--- src/rtl/lfsr_gen.sv ---
// lfsr_gen: Fibonacci XOR LFSR with STEPS shifts per advance, valid/ready
// output handshake, runtime seed and tap loading, period detection and
// all-zero lockup recovery.
//
// Ports:
//   i_Clk        rising-edge clock
//   i_Rst        asynchronous active-high reset
//   i_Enable     permits advancing
//   i_Seed_DV    strobe: load i_Seed_Data into state and reference
//   i_Seed_Data  seed value
//   i_Taps_DV    strobe: load i_Taps, re-reference at the current state
//   i_Taps       feedback tap mask (bit k set = state bit k taps)
//   i_Ready      consumer accepts o_LFSR_Data
//   o_Valid      o_LFSR_Data holds an unconsumed value
//   o_LFSR_Data  current state
//   o_LFSR_Done  one-cycle pulse when the sequence revisits the reference
//   o_Lockup     state is all-zero
//   o_Count      advances since the last reference point
module lfsr_gen #(
  parameter int                  NUM_BITS     = 8,
  parameter int                  STEPS        = 1,
  parameter logic [NUM_BITS-1:0] DEFAULT_SEED = {{(NUM_BITS-1){1'b0}}, 1'b1}
) (
  input  logic                i_Clk,
  input  logic                i_Rst,
  input  logic                i_Enable,
  input  logic                i_Seed_DV,
  input  logic [NUM_BITS-1:0] i_Seed_Data,
  input  logic                i_Taps_DV,
  input  logic [NUM_BITS-1:0] i_Taps,
  input  logic                i_Ready,
  output logic                o_Valid,
  output logic [NUM_BITS-1:0] o_LFSR_Data,
  output logic                o_LFSR_Done,
  output logic                o_Lockup,
  output logic [NUM_BITS-1:0] o_Count
);

  // Maximal-length tap masks; bit (n-1) set means stage n feeds back.
  function automatic logic [31:0] max_taps(input int n);
    case (n)
      3:  return 32'h0000_0006;
      4:  return 32'h0000_000C;
      5:  return 32'h0000_0014;
      6:  return 32'h0000_0030;
      7:  return 32'h0000_0060;
      8:  return 32'h0000_00B8;
      9:  return 32'h0000_0110;
      10: return 32'h0000_0240;
      11: return 32'h0000_0500;
      12: return 32'h0000_0829;
      13: return 32'h0000_100D;
      14: return 32'h0000_2015;
      15: return 32'h0000_6000;
      16: return 32'h0000_D008;
      17: return 32'h0001_2000;
      18: return 32'h0002_0400;
      19: return 32'h0004_0023;
      20: return 32'h0009_0000;
      21: return 32'h0014_0000;
      22: return 32'h0030_0000;
      23: return 32'h0042_0000;
      24: return 32'h00E1_0000;
      25: return 32'h0120_0000;
      26: return 32'h0200_0023;
      27: return 32'h0400_0013;
      28: return 32'h0900_0000;
      29: return 32'h1400_0000;
      30: return 32'h2000_0029;
      31: return 32'h4800_0000;
      32: return 32'h8020_0003;
      default: return 32'h0000_0000;
    endcase
  endfunction

  localparam logic [31:0]         TAPS_FULL = max_taps(NUM_BITS);
  localparam logic [NUM_BITS-1:0] DEF_TAPS  = TAPS_FULL[NUM_BITS-1:0];

  logic [NUM_BITS-1:0] state_q, ref_q, taps_q, count_q;
  logic                valid_q, done_q;
  logic                adv;
  logic [STEPS-1:0]    hit_vec;
  logic [NUM_BITS-1:0] step_out;

  assign adv = i_Enable & (i_Ready | ~valid_q) & ~i_Seed_DV & ~i_Taps_DV;

  // Unrolled step chain; every intermediate state is compared against the
  // reference so a period boundary inside a multi-step advance is caught.
  for (genvar g = 0; g < STEPS; g++) begin : g_step
    logic [NUM_BITS-1:0] cur, nxt;
    if (g == 0) begin : g_first
      assign cur = state_q;
    end else begin : g_rest
      assign cur = g_step[g-1].nxt;
    end
    assign nxt        = {cur[NUM_BITS-2:0], ^(cur & taps_q)};
    assign hit_vec[g] = (nxt == ref_q);
  end
  assign step_out = g_step[STEPS-1].nxt;

  always_ff @(posedge i_Clk or posedge i_Rst) begin
    if (i_Rst) begin
      state_q <= DEFAULT_SEED;
      ref_q   <= DEFAULT_SEED;
      taps_q  <= DEF_TAPS;
      valid_q <= 1'b0;
      done_q  <= 1'b0;
      count_q <= '0;
    end else begin
      done_q <= 1'b0;
      if (i_Seed_DV) begin
        // Seed wins the reference even when taps load in the same cycle.
        state_q <= i_Seed_Data;
        ref_q   <= i_Seed_Data;
        valid_q <= 1'b0;
        count_q <= '0;
        if (i_Taps_DV) taps_q <= i_Taps;
      end else if (i_Taps_DV) begin
        taps_q  <= i_Taps;
        ref_q   <= state_q;
        count_q <= '0;
      end else if (adv) begin
        valid_q <= 1'b1;
        if (state_q == '0) begin
          // Zero is a fixed point of an XOR LFSR: restart from the default.
          state_q <= DEFAULT_SEED;
          ref_q   <= DEFAULT_SEED;
          count_q <= count_q + NUM_BITS'(1);
        end else begin
          state_q <= step_out;
          if (|hit_vec) begin
            done_q  <= 1'b1;
            count_q <= '0;
          end else begin
            count_q <= count_q + NUM_BITS'(1);
          end
        end
      end else if (valid_q && i_Ready) begin
        valid_q <= 1'b0;
      end
    end
  end

  assign o_Valid     = valid_q;
  assign o_LFSR_Data = state_q;
  assign o_LFSR_Done = done_q;
  assign o_Lockup    = (state_q == '0);
  assign o_Count     = count_q;

endmodule

--- config.mk ---
export PLATFORM = sky130hd
export DESIGN_NAME = lfsr_gen
export DESIGN_NICKNAME = d
export VERILOG_FILES = /design/src/rtl/lfsr_gen.sv
export SDC_FILE = /design/constraint.sdc
export NUM_CORES = 1
export LEC_CHECK = 0
export BUFFER_PORTS_ARGS = -buffer_cell sky130_fd_sc_hd__buf_2
export CORE_MARGIN = 3
export CORE_UTILIZATION = 50
export CTS_CLUSTER_SIZE = 8
export DETAILED_ROUTE_END_ITERATION = 6
export MAX_ROUTING_LAYER = met4
export PLACE_DENSITY = 0.74
export SYNTH_ARGS = -nofsm -noshare
export SYNTH_HDL_FRONTEND = slang
export SYNTH_SLANG_ARGS = --single-unit
--- constraint.sdc ---
create_clock -name i_Clk -period 2.7 [get_ports i_Clk]
set_input_delay 0.405 -clock i_Clk [delete_from_list [all_inputs] [get_ports i_Clk]]
set_output_delay 0.405 -clock i_Clk [all_outputs]
set_load 0.005 [all_outputs]
Word-level counts from Yosys, hierarchy flattened
Cells that the tools add are included.
- flip-flop bits (word level): 34
- input port bits: 22
- output and inout port bits: 19
- word-level logic and storage cells: 49
- equal/unequal tests: 2
- reduce and logical (&&, ||, !) cells: 10
- $add $sub $neg: 1
- muxes and demuxes: 22
- bitwise gates (word level): 8
- operators with widths (cell ; number):
    8-bit two-way mux ; 13
    1-bit two-way mux ; 9
    3-bit nonzero test ; 3
    8-bit by 1-bit adder with 8-bit output, second input constant ; 1
    8-bit bitwise AND ; 1
    8-bit equality test ; 1
    8-bit zero test ; 1
    8-bit XOR reduction ; 1
    2-bit AND reduction ; 3
    1-bit bitwise AND ; 3
    1-bit NOT ; 3
    2-bit != test, second input constant ; 1
    2-bit nonzero test ; 1
    1-bit logical AND ; 1
    1-bit bitwise OR ; 1

Longest topological paths before layout
- depth in word-level cells: 8
- gate-level depth with buffers: 6
- mapped depth without buffers: 6

Least setup slack after synthesis
Ideal clock, no wire load.
- kind: register to register
- start: register state_q[0] (netlist: o_LFSR_Data[0])
- end: register count_q[4] (netlist: o_Count[4])
- required time: 2.635 ns
- arrival time: 1.928 ns
- setup time: 0.065 ns
- clock period less this slack: 1.993 ns
- path slack: 0.707 ns
- stages on the path, launching flop included: 7
- path through: dfstp_2 > nand2_1 > xor2_1 > xnor2_2 > xnor3_2 > a2111oi_4 > a221o_2
- longest elaborated chain between the ends: 8
- elaborated cells between the ends (all ways): 9
- classes of those cells: 1 x eq/ne; 5 x mux; 1 x bitwise; 2 x reduce/logical
- RTL lines (what ; line ; source):
    start, declared ; 79 ; logic [NUM_BITS-1:0] state_q, ref_q, taps_q, count_q;
    start signal, assigned ; 113 ; state_q <= i_Seed_Data;
    start signal, assigned ; 130 ; state_q <= step_out;
    8-bit bitwise AND ; 96 ; assign nxt = {cur[NUM_BITS-2:0], ^(cur & taps_q)};
    8-bit XOR reduction ; 96 ;
    8-bit equality test ; 97 ; assign hit_vec[g] = (nxt == ref_q);
    8-bit two-way mux ; 131 ; if (|hit_vec) begin
    8-bit two-way mux (*) ; 124 ; if (state_q == '0) begin
    8-bit two-way mux (*) ; 122 ; end else if (adv) begin
    8-bit two-way mux (*) ; 118 ; end else if (i_Taps_DV) begin
    8-bit two-way mux (*) ; 111 ; if (i_Seed_DV) begin
    end signal, assigned ; 128 ; count_q <= count_q + NUM_BITS'(1);
    end signal, assigned ; 135 ; count_q <= count_q + NUM_BITS'(1);
    end, declared ; 79 ;
Every way passes the cells marked *; elsewhere a longest branch is shown, timed or not. The select of a mux whose other input is x is not followed.
A chain may end at the register's enable or synchronous reset.

Final worst setup path
Same ends and word-level chain as after synthesis.

==> impl_metrics.ini <==
[global_route]
grt_max_degree = 35
grt.total_usage = 0.218
grt_antenna_before_repair = 0
grt_first_pass_wirelength_um = 6800
grt.met3_usage = 0.0786
top_usage_layer = met1
grt.met1_usage = 0.297
grtUsageMet2 = 0.293
grt_pass1_vias = 1413
overflow = 0

[setup_path]
critical_path_class = flop to flop
worstPathArrival_ps = 2440
crit_slowest_cell = nor3_1
rr_startpoint = o_LFSR_Data[0]
cp_data_required_time_ps = 2930
cp_max_fo = 8
crit_chain = or4_2 -> nor2_1 -> nor3_1 -> a21oi_4 -> a221o_2
crit_start = o_LFSR_Data[0]
startpoint_type = flop
critical_path.max_stage_delay_ps = 720
cp-end-kind = flop

[sta]
worst_pin_slew_ps = 899
hold-worst-slack_ps = 137
max_freq_ghz = 0.451
tns_ps = 0
period_share = 0.821
rsz0062_at_grt = false
skew_ps = 6.94
hold_viol_final = 0
setup_viol = 0
period_minus_slack_ps = 2220
final_max_slew_viol_count = 0
max_slew_margin = 0.396

[routing]
drtIter0Drc = 131
totalWireLength_um = 3900
post_drt_wl_per_cell_um = 14.9
drcViolationCount = 0
via_count = 1403
viasPerCell = 5.35
postRouteAntennaNets = 0
firstDrtPassIters = 4

[job]
drv_cap = 0

[clock_network]
cts_buffers = 5
clock_latency_ps = 340
post_cts_buffers = 0
cts_hold_buffers = 0
htreeDepth = 2
clock-sinks = 34
clk_pin_slew_worst_paths_ps = 100
cts-root-buf = clkbuf_4
ctsResizeCount = 0
clockBufferDepth = 2
cts_tree = built

[floorplanning]
core_um2 = 3390
die_w_um = 65.8
die-area_um2 = 4320
rows = 21
die_h_um = 65.8
initial_core_util = 0.527
io_pins = 41

[layout]
n_antenna_cell = 0
instances_no_fill = 262
fillers = 303
drive_above_1_share = 0.352
fin_nets = 238
area_growth_pct = 18.9

[yosys]
synth_edf_count = 0
synth.most_common_cell = nand2_1
synth_common_cells = nand2_1, dfrtp_1, o21ai_0
synth_top_cell_area_share = 0.392
synth_seq_cells = 34
synthDistinctLibCells = 36
synthCells = 169
yosysTopAreaCell = dfrtp_1
synth-main-ff-cell = dfrtp_1
ys_warn_count = 0
synth_area_um2 = 1790
avgSynthCellArea_um2 = 10.6
yosysSeqAreaShare = 0.481
synth_fp_nets = 192
synthArstFlopShare = 1.00
yosys-top-cells-area = dfrtp_1, dfstp_2, nand2_1, mux2_2, xnor2_1

[pwr]
p_leak_uw = 0.000991
vdd_drop_max_uv = 409
power.density_nw_per_um2 = 568

[placement]
hpwl_um = 2840
numPortBuffers = 40
dp_cells = 254
gp_congestion = 0.893

[status]
run_status = complete, no violations

[hold_path]
min_path_type = primary input to asynchronous set/reset pin
layout by cell type, fill, tap and decap left out:
cell	instances
clkbuf_8	3
a21oi_4	1
xnor2_1	10
or4_2	1
nor3_1	4
buf_4	4
dfrtp_1	28
xnor3_2	1
mux2i_1	7
and2_1	1
xor2_1	6
a21oi_1	6
or4_1	1
xnor2_2	1
o22ai_1	1
o21ai_0	11
or3_2	1
and3_2	1
nand2_1	32
nor2b_1	1
nand3_1	4
nand2b_1	1
nor3b_2	1
o211ai_1	7
inv_1	5
nand4_1	1
clkbuf_4	5
a221o_1	2
ha_1	1
nand3b_1	1
nor2_1	5
a2111oi_4	1
dfstp_2	6
buf_2	40
and3_1	1
mux2_2	9
a221o_2	1
a22o_1	4
cell families (layout without fill, tap and decap cells):
kind of cell | Yosys count | count (layout) | synth area share
compound gates | 34 | 34 | 0.142
xor+xnor | 18 | 18 | 0.101
fa+ha+maj | 1 | 1 | 0.00701
buf+inv | 10 | 57 | 0.0266
flops | 34 | 34 | 0.481
mux | 16 | 16 | 0.0960
simple gates | 56 | 56 | 0.146
per-stage QoR:
stage | util | total power (uW) | worst slack, ps | area [um2]
finish | 0.626 | 1210 | 483 | 2120
global placement | 0.603 | 862 | 641 | 2040
CTS | 0.626 | 1220 | 493 | 2120
global route | 0.626 | 1280 | 344 | 2120
floorplan | - | 794 | 707 | 1790
detailed placement | 0.603 | 875 | 508 | 2040
state kept, by name, indices dropped and copies added, names as in the netlist:
register and cells:
o_LFSR_Data 8, taps_q 8, o_Valid 1, o_Count 8, o_LFSR_Done 1, ref_q 8
report_power, final:
part | switching, uW | internal (uW)
clock network | 168 | 178
logic | 134 | 124
registers | 46.0 | 556
total | 349 | 858
routing by layer:
metal  vias to the layer above  wire [um]
li1                        686          -
met1                       679       1810
met2                        33       1810
met3                         5        217
met4                         0         60
met5                         -          0
worst paths after layout:
| path | to | slack, ps | cells past startpoint |
|---|---|---|---|
| min in group i_Clk | o_LFSR_Data[6] | 290 | 3 |
| max in group asynchronous | ref_q[0] | 2210 | 3 |
| worst max-delay path | o_Count[4] | 480 | 5 |
| worst min-delay path | o_Valid | 140 | 3 |
| worst max register to register | o_Count[4] | 480 | 5 |
| worst min register to register | ref_q[0] | 470 | 2 |
worst max-delay path: cells and delay by family, from the launching register on:
family           cells  cell delay (ps)
AND/OR/NAND/NOR      3              930
AO/OA/AOI/OAI        2              560
flip-flops           1              610
area by class of cell:
type                    count  area [um2]  share of cell area
multi-input cells         125         880               0.414
flip-flops and latches     34         858               0.404
clock buffers               8        78.8              0.0371
well taps                  46        57.6              0.0271
repair buffers             44         230               0.108
inverters                   5        18.8             0.00884
Note: power is estimated with default switching activity, not from simulation.
